==> config.mk <==
export PLATFORM = sky130hd
export DESIGN_NAME = sprite_animator
export DESIGN_NICKNAME = d
export VERILOG_FILES = /design/src/rtl/sprite_animator_pkg.sv /design/src/rtl/sprite_anim_ctr.sv /design/src/rtl/sprite_animator.sv
export SDC_FILE = /design/constraint.sdc
export NUM_CORES = 1
export LEC_CHECK = 0
export BUFFER_PORTS_ARGS = -buffer_cell sky130_fd_sc_hd__buf_2
export CAP_MARGIN = 20
export CELL_PAD_IN_SITES_DETAIL_PLACEMENT = 2
export CELL_PAD_IN_SITES_GLOBAL_PLACEMENT = 2
export CORE_UTILIZATION = 36
export CTS_BUF_LIST = sky130_fd_sc_hd__clkbuf_16
export DETAILED_ROUTE_END_ITERATION = 10
export MAX_ROUTING_LAYER = met4
export PLACE_DENSITY_LB_ADDON = 0.12
export SETUP_SLACK_MARGIN = 0.02
export SLEW_MARGIN = 15
export SYNTH_ARGS = -nofsm -noshare
export SYNTH_HDL_FRONTEND = slang
export SYNTH_HIERARCHICAL = 1
export SYNTH_SLANG_ARGS = --single-unit
export TNS_END_PERCENT = 30
==> constraint.sdc <==
create_clock -name clk -period 7.7 [get_ports clk]
set_input_delay 0.77 -clock clk [delete_from_list [all_inputs] [get_ports clk]]
set_output_delay 0.77 -clock clk [all_outputs]
set_load 0.1 [all_outputs]
==> src/rtl/sprite_animator_pkg.sv <==
// Shared sprite-sheet constants, action encodings and small helpers for the
// animated sprite pixel source.
package sprite_animator_pkg;

    localparam int          CHR_SPR_W     = 31;
    localparam int          CHR_SPR_H     = 23;
    localparam int          CHR_N_FRAMES  = 4;
    localparam int          CHR_N_ACTIONS = 4;
    localparam logic [11:0] CHR_KEY_RGB   = 12'hFFF;

    typedef enum logic [1:0] {
        ACT_IDLE = 2'd0,
        ACT_RUN  = 2'd1,
        ACT_JUMP = 2'd2,
        ACT_FALL = 2'd3
    } action_e;

    typedef enum logic {
        ANIM_PLAY = 1'b0,
        ANIM_HOLD = 1'b1
    } anim_state_e;

    function automatic logic is_opaque(input logic [11:0] rgb, input logic [11:0] key);
        return rgb != key;
    endfunction

endpackage

==> src/rtl/sprite_anim_ctr.sv <==
// Per-video-frame action/facing latch plus the animation divider, frame
// counter and play-once hold state.
module sprite_anim_ctr
    import sprite_animator_pkg::*;
#(
    parameter int                   N_FRAMES  = CHR_N_FRAMES,
    parameter int                   N_ACTIONS = CHR_N_ACTIONS,
    parameter int                   ANIM_DIV  = 1,
    parameter logic [N_ACTIONS-1:0] LOOP_MASK = 4'b0011,
    parameter int                   ACT_W     = (N_ACTIONS > 1) ? $clog2(N_ACTIONS) : 1,
    parameter int                   FRM_W     = (N_FRAMES > 1) ? $clog2(N_FRAMES) : 1
)(
    input  logic             clk,
    input  logic             rst,
    input  logic             frame_tick,
    input  logic [ACT_W-1:0] action,
    input  logic             dir,
    output logic [ACT_W-1:0] act_q,
    output logic             dir_q,
    output logic [FRM_W-1:0] frame
);

    localparam int         DIV_W    = (ANIM_DIV > 1) ? $clog2(ANIM_DIV) : 1;
    localparam [DIV_W-1:0] DIV_LAST = DIV_W'(ANIM_DIV - 1);
    localparam [FRM_W-1:0] FRM_LAST = FRM_W'(N_FRAMES - 1);

    anim_state_e      state_r, state_s;
    logic [ACT_W-1:0] act_r, act_s;
    logic             dir_r, dir_s;
    logic [FRM_W-1:0] frame_r, frame_s;
    logic [DIV_W-1:0] div_r, div_s;

    // Animation state register.
    always_ff @(posedge clk or negedge rst) begin
        if (!rst) begin
            state_r <= ANIM_PLAY;
            act_r   <= '0;
            dir_r   <= 1'b1;
            frame_r <= '0;
            div_r   <= '0;
        end else begin
            state_r <= state_s;
            act_r   <= act_s;
            dir_r   <= dir_s;
            frame_r <= frame_s;
            div_r   <= div_s;
        end
    end

    // Next state: an action change on the tick always restarts the animation,
    // so the divider and frame counter never advance on that tick.
    always_comb begin
        state_s = state_r;
        act_s   = act_r;
        dir_s   = dir_r;
        frame_s = frame_r;
        div_s   = div_r;
        if (frame_tick) begin
            act_s = action;
            dir_s = dir;
            if (action != act_r) begin
                state_s = ANIM_PLAY;
                frame_s = '0;
                div_s   = '0;
            end else if (div_r == DIV_LAST) begin
                div_s = '0;
                case (state_r)
                    ANIM_PLAY: begin
                        if (frame_r != FRM_LAST) begin
                            frame_s = frame_r + FRM_W'(1);
                        end else if (LOOP_MASK[act_r]) begin
                            frame_s = '0;
                        end else begin
                            state_s = ANIM_HOLD;
                        end
                    end
                    ANIM_HOLD: begin
                        frame_s = frame_r;
                    end
                    default: begin
                        state_s = ANIM_PLAY;
                        frame_s = '0;
                    end
                endcase
            end else begin
                div_s = div_r + DIV_W'(1);
            end
        end else begin
            div_s = div_r;
        end
    end

    assign act_q = act_r;
    assign dir_q = dir_r;
    assign frame = frame_r;

endmodule

==> src/rtl/sprite_animator.sv <==
// Animated sprite pixel source: box test, packed-sheet addressing with
// mirroring, and a latency-aligned transparency-keyed pixel output.
module sprite_animator
    import sprite_animator_pkg::*;
#(
    parameter int                   SPR_W     = CHR_SPR_W,
    parameter int                   SPR_H     = CHR_SPR_H,
    parameter int                   N_FRAMES  = CHR_N_FRAMES,
    parameter int                   N_ACTIONS = CHR_N_ACTIONS,
    parameter int                   ANIM_DIV  = 1,
    parameter logic [N_ACTIONS-1:0] LOOP_MASK = 4'b0011,
    parameter int                   ROM_LAT   = 1,
    parameter logic [11:0]          KEY_RGB   = CHR_KEY_RGB,
    parameter int                   ADDR_W    = $clog2(N_ACTIONS*N_FRAMES*SPR_W*SPR_H),
    localparam int                  ACT_W     = (N_ACTIONS > 1) ? $clog2(N_ACTIONS) : 1
)(
    input  logic              clk,
    input  logic              rst,
    input  logic              frame_tick,
    input  logic [9:0]        col,
    input  logic [9:0]        row,
    input  logic [9:0]        pos_x,
    input  logic [9:0]        pos_y,
    input  logic [ACT_W-1:0]  action,
    input  logic              dir,
    output logic [ADDR_W-1:0] rom_addr,
    input  logic [11:0]       rom_rgb,
    output logic              pix_valid,
    output logic [11:0]       pix_rgb,
    output logic [9:0]        anchor_x,
    output logic [9:0]        anchor_y
);

    localparam int FRM_W = (N_FRAMES > 1) ? $clog2(N_FRAMES) : 1;

    logic [ACT_W-1:0]  act_q_s;
    logic              dir_q_s;
    logic [FRM_W-1:0]  frame_s;

    logic [10:0]       col_e_s, row_e_s, px_e_s, py_e_s;
    logic [10:0]       dx_s, dy_s;
    logic              in_box_s;
    logic [ADDR_W-1:0] ax_s, line_s, addr_s;
    logic              opaque_s;
    logic [ROM_LAT:0]  box_sr_r;

    sprite_anim_ctr #(
        .N_FRAMES  (N_FRAMES),
        .N_ACTIONS (N_ACTIONS),
        .ANIM_DIV  (ANIM_DIV),
        .LOOP_MASK (LOOP_MASK),
        .ACT_W     (ACT_W),
        .FRM_W     (FRM_W)
    ) u_ctr (
        .clk        (clk),
        .rst        (rst),
        .frame_tick (frame_tick),
        .action     (action),
        .dir        (dir),
        .act_q      (act_q_s),
        .dir_q      (dir_q_s),
        .frame      (frame_s)
    );

    // Box test and sheet address; 11-bit compares keep sprites near 1023 from wrapping.
    always_comb begin
        col_e_s  = {1'b0, col};
        row_e_s  = {1'b0, row};
        px_e_s   = {1'b0, pos_x};
        py_e_s   = {1'b0, pos_y};
        in_box_s = (col_e_s >= px_e_s) && (col_e_s < px_e_s + 11'(SPR_W)) &&
                   (row_e_s >= py_e_s) && (row_e_s < py_e_s + 11'(SPR_H));
        dx_s     = col_e_s - px_e_s;
        dy_s     = row_e_s - py_e_s;
        if (dir_q_s) begin
            ax_s = ADDR_W'(dx_s);
        end else begin
            ax_s = ADDR_W'(SPR_W - 1) - ADDR_W'(dx_s);
        end
        line_s = (ADDR_W'(act_q_s) * ADDR_W'(N_FRAMES) + ADDR_W'(frame_s)) * ADDR_W'(SPR_H)
                 + ADDR_W'(dy_s);
        if (in_box_s) begin
            addr_s = line_s * ADDR_W'(SPR_W) + ax_s;
        end else begin
            addr_s = '0;
        end
        opaque_s = box_sr_r[ROM_LAT] && is_opaque(rom_rgb, KEY_RGB);
    end

    // Address, box delay line (aligned with ROM data), pixel output and anchor registers.
    always_ff @(posedge clk or negedge rst) begin
        if (!rst) begin
            rom_addr  <= '0;
            box_sr_r  <= '0;
            pix_valid <= 1'b0;
            pix_rgb   <= 12'h000;
            anchor_x  <= 10'd0;
            anchor_y  <= 10'd0;
        end else begin
            rom_addr  <= addr_s;
            box_sr_r  <= {box_sr_r[ROM_LAT-1:0], in_box_s};
            pix_valid <= opaque_s;
            pix_rgb   <= opaque_s ? rom_rgb : 12'h000;
            anchor_x  <= pos_x + 10'(SPR_W / 2);
            anchor_y  <= pos_y + 10'(SPR_H / 2);
        end
    end

endmodule

==> metrics.txt <==
status=completed; FF+latch count, synth=55; hold-fix buffers at CTS=0; final setup skew=around 13 ps; CORE AREA=16820 um2; vias after detailed routing=5100; gpl congestion=between 0.8 and 0.9; Crit Path Max Fanout=5; ANT cells=0; Post-Synth Simple-Gate Area=0.1401; slowest cell on the critical path=fa_1; global-route wire length before repair=about 30 mm; CTS clk-pin slew, worst paths=90 ps; # DRC=0; DP Worst Slack=-275.1 ps; Post-synth EDFFs=0; max_cap viols=0; WHS Endpoint=box_sr_r[1]; synthesis-to-layout area growth=17.51%; Startpoint Class=input port; post-synthesis compound-gate area fraction=0.1238; area of the multi-input gates=around 4500 um2; H-tree levels=2; Root Driver=clkbuf_16; CTS Buf Count=5; final core utilization=0.4399; Num Clock Sinks=between 50 and 60; Area contributors post-synth=dfrtp_1, ha_1, fa_1, xnor2_1, inv_1; Routed WL per cell=16.95 um; Final Hold Violating Endpoints=0; slowest stage delay, CP=roughly 540 ps; Detail Route Antenna Nets=0; fmax=137.4 MHz; top cell type's share of synthesized area=0.2146; FF-to-FF setup slack=1370 ps; Crit path arrival time=around 7500 ps; critical path class=in2reg; min cycle time layout=7279 ps; largest family of logic cells by synthesized area=adder cells; share of synthesized cell area in full adder, half adder and majority cells=0.3192; Max-slew headroom=0.2845; final worst-path cycle share=0.9453; Seq/Total Area, Yosys=0.2188; R2R Path End=rom_addr[13]; I/O pins=105; worst path required time=7950 ps; worst reg-to-reg path cell count=25; worst hold start=box_sr_r[0]; YS warnings=6; multiplexer share of the synthesized area=0.01351; final setup fails=0; worst hold stages=0; largest net degree at the start of global routing=56; nets=between 900 and 1000; post-route setup slack=421.1 ps; initial antenna violation count=0; ys async rst share=1.000; die span in x=134.2 um; RSZ-0062 raised after global routing=false; setup TNS=0 ps; Initial Util=0.3743; DP HPWL=14.78 mm; number of fill cells=1923; vias per cell=5.005; Setup crit end kind=register; Syn Nets=872; Synth Instances=681; TritonRoute pass-1 iters=4; die height=134.2 um; post-synth cell types=62; commonest non-fill, non-tap cells in the layout=inv_1, buf_2, ha_1, dfrtp_1, xnor2_1; clk buf depth=2; Hold Path Class=reg2reg; Clock Latency Late Sink=310 ps; Total GRT Usage=0.2079; number of global-route vias before repair=5961; Storage cell area=1378 um2; CTS tree=yes; fin. max-slew vios=0; gr ovfl total=0; Worst Max-Slew Pin Slew=1066 ps; ys flop type=dfrtp_1; post-synthesis xor/xnor area fraction=0.1055; full die area=roughly 18000 um2; Port-buffer cells=104; postcts setup bufs=0; Crit path top cell by count=inv_1; Routed WL=about 17 mm; mean area per synthesized cell=9.245 um2; Rows=47; commonest non-fill, non-tap cell in the layout=inv_1; Syn Std Cell Area=between 6000 and 7000 um2; dominant cell type by area after synthesis=dfrtp_1; DRT iter0 DRCs=just under 90; worst r2r src=u_ctr/act_q[0]; share of layout cells above drive strength 1=0.2040
registers in the layout, indices dropped and copies added (netlist names), 2 cells and up:
signal,count
pix_rgb,12
u_ctr/act_q,2
anchor_y,10
rom_addr,14
u_ctr/frame,2
anchor_x,10
box_sr_r,2
layout make-up:
cell class / instances / share of cell area
clock inverter: 3 / 0.004228
multi-input combinational: 496 / 0.6071
clock buffer: 5 / 0.01691
inverter: 119 / 0.06071
timing repair buffer: 121 / 0.08760
tap: 220 / 0.03721
sequential: 55 / 0.1862
layer usage:
metal,part of all wire,global-route usage,up-vias
li1,-,-,2488
met1,0.43,0.2427,2535
met2,0.53,0.3834,66
met3,0.025,0.01890,11
met4,0.012,0.04806,0
met5,0,-,-
timing repair:
item / in CTS / in global routing
pin swaps: 0 / 4
endpoints found under the setup margin: 1 / 5
resized for setup: 1 / 20
endpoints found under the hold margin: 0 / 0
cells in the mapped netlist, types with 3 or more instances:
| library cell | count |
|---|---|
| xnor2_1 | 52 |
| nand3_1 | 14 |
| a21o_1 | 15 |
| nor2b_1 | 10 |
| nor3b_1 | 5 |
| and3_1 | 5 |
| nand2b_1 | 8 |
| mux2_2 | 4 |
| a21oi_1 | 34 |
| nand2_1 | 30 |
| a31oi_1 | 8 |
| ha_1 | 87 |
| inv_1 | 118 |
| clkbuf_1 | 7 |
| or2_2 | 4 |
| o21ai_0 | 19 |
| o31ai_1 | 4 |
| and2_1 | 13 |
| mux2i_1 | 4 |
| o2111ai_1 | 3 |
| nand4_1 | 9 |
| nor2_1 | 35 |
| xor2_1 | 22 |
| dfrtp_1 | 54 |
| nor3_1 | 15 |
| fa_1 | 46 |
| o21a_1 | 11 |
| a211oi_1 | 3 |
worst max-delay path, delay by kind of cell:
kind / cells / cell delay (ps)
fa+ha+maj: 10 / 3710
compound gates: 9 / 1590
simple gates: 5 / 550
buf+inv: 7 / 440
xor+xnor: 2 / 330
mux: 1 / 160
how the worst max path moves through the flow:
stage                         from            to  slack [ps]
final                       row[0]  rom_addr[13]         420
after global routing      pos_y[1]  rom_addr[13]          20
after CTS                   row[0]  rom_addr[13]          50
after detailed placement  pos_y[1]  rom_addr[12]        -280
after global placement      row[0]  rom_addr[13]           4
after floorplan             row[0]  rom_addr[13]         390
cells by family after synthesis:
family | count (synthesis)
and+or+nand+nor | 163
adders and majority gates | 133
buffers and inverters | 130
AOI/OAI and AO/OA | 117
xor gates and xnor gates | 75
DFF | 55
muxes | 8
metrics by stage:
| stage | hold slack [ps] | cell area, um2 | instances |
|---|---|---|---|
| 3_5_place_dp | 353.7 | 7171 | 1011 |
| 3_3_place_gp | 334.6 | 7171 | 1011 |
| 4_1_cts | 374.6 | 7327 | 1019 |
| 5_1_grt | 384.9 | 7398 | 1019 |
| 2_1_floorplan | 331.2 | 6296 | 681 |
| 6_report | 369.1 | 7398 | 1019 |
Power is not shown: default switching activity piles up to over one toggle a cycle in this logic, so the estimate is an artifact.
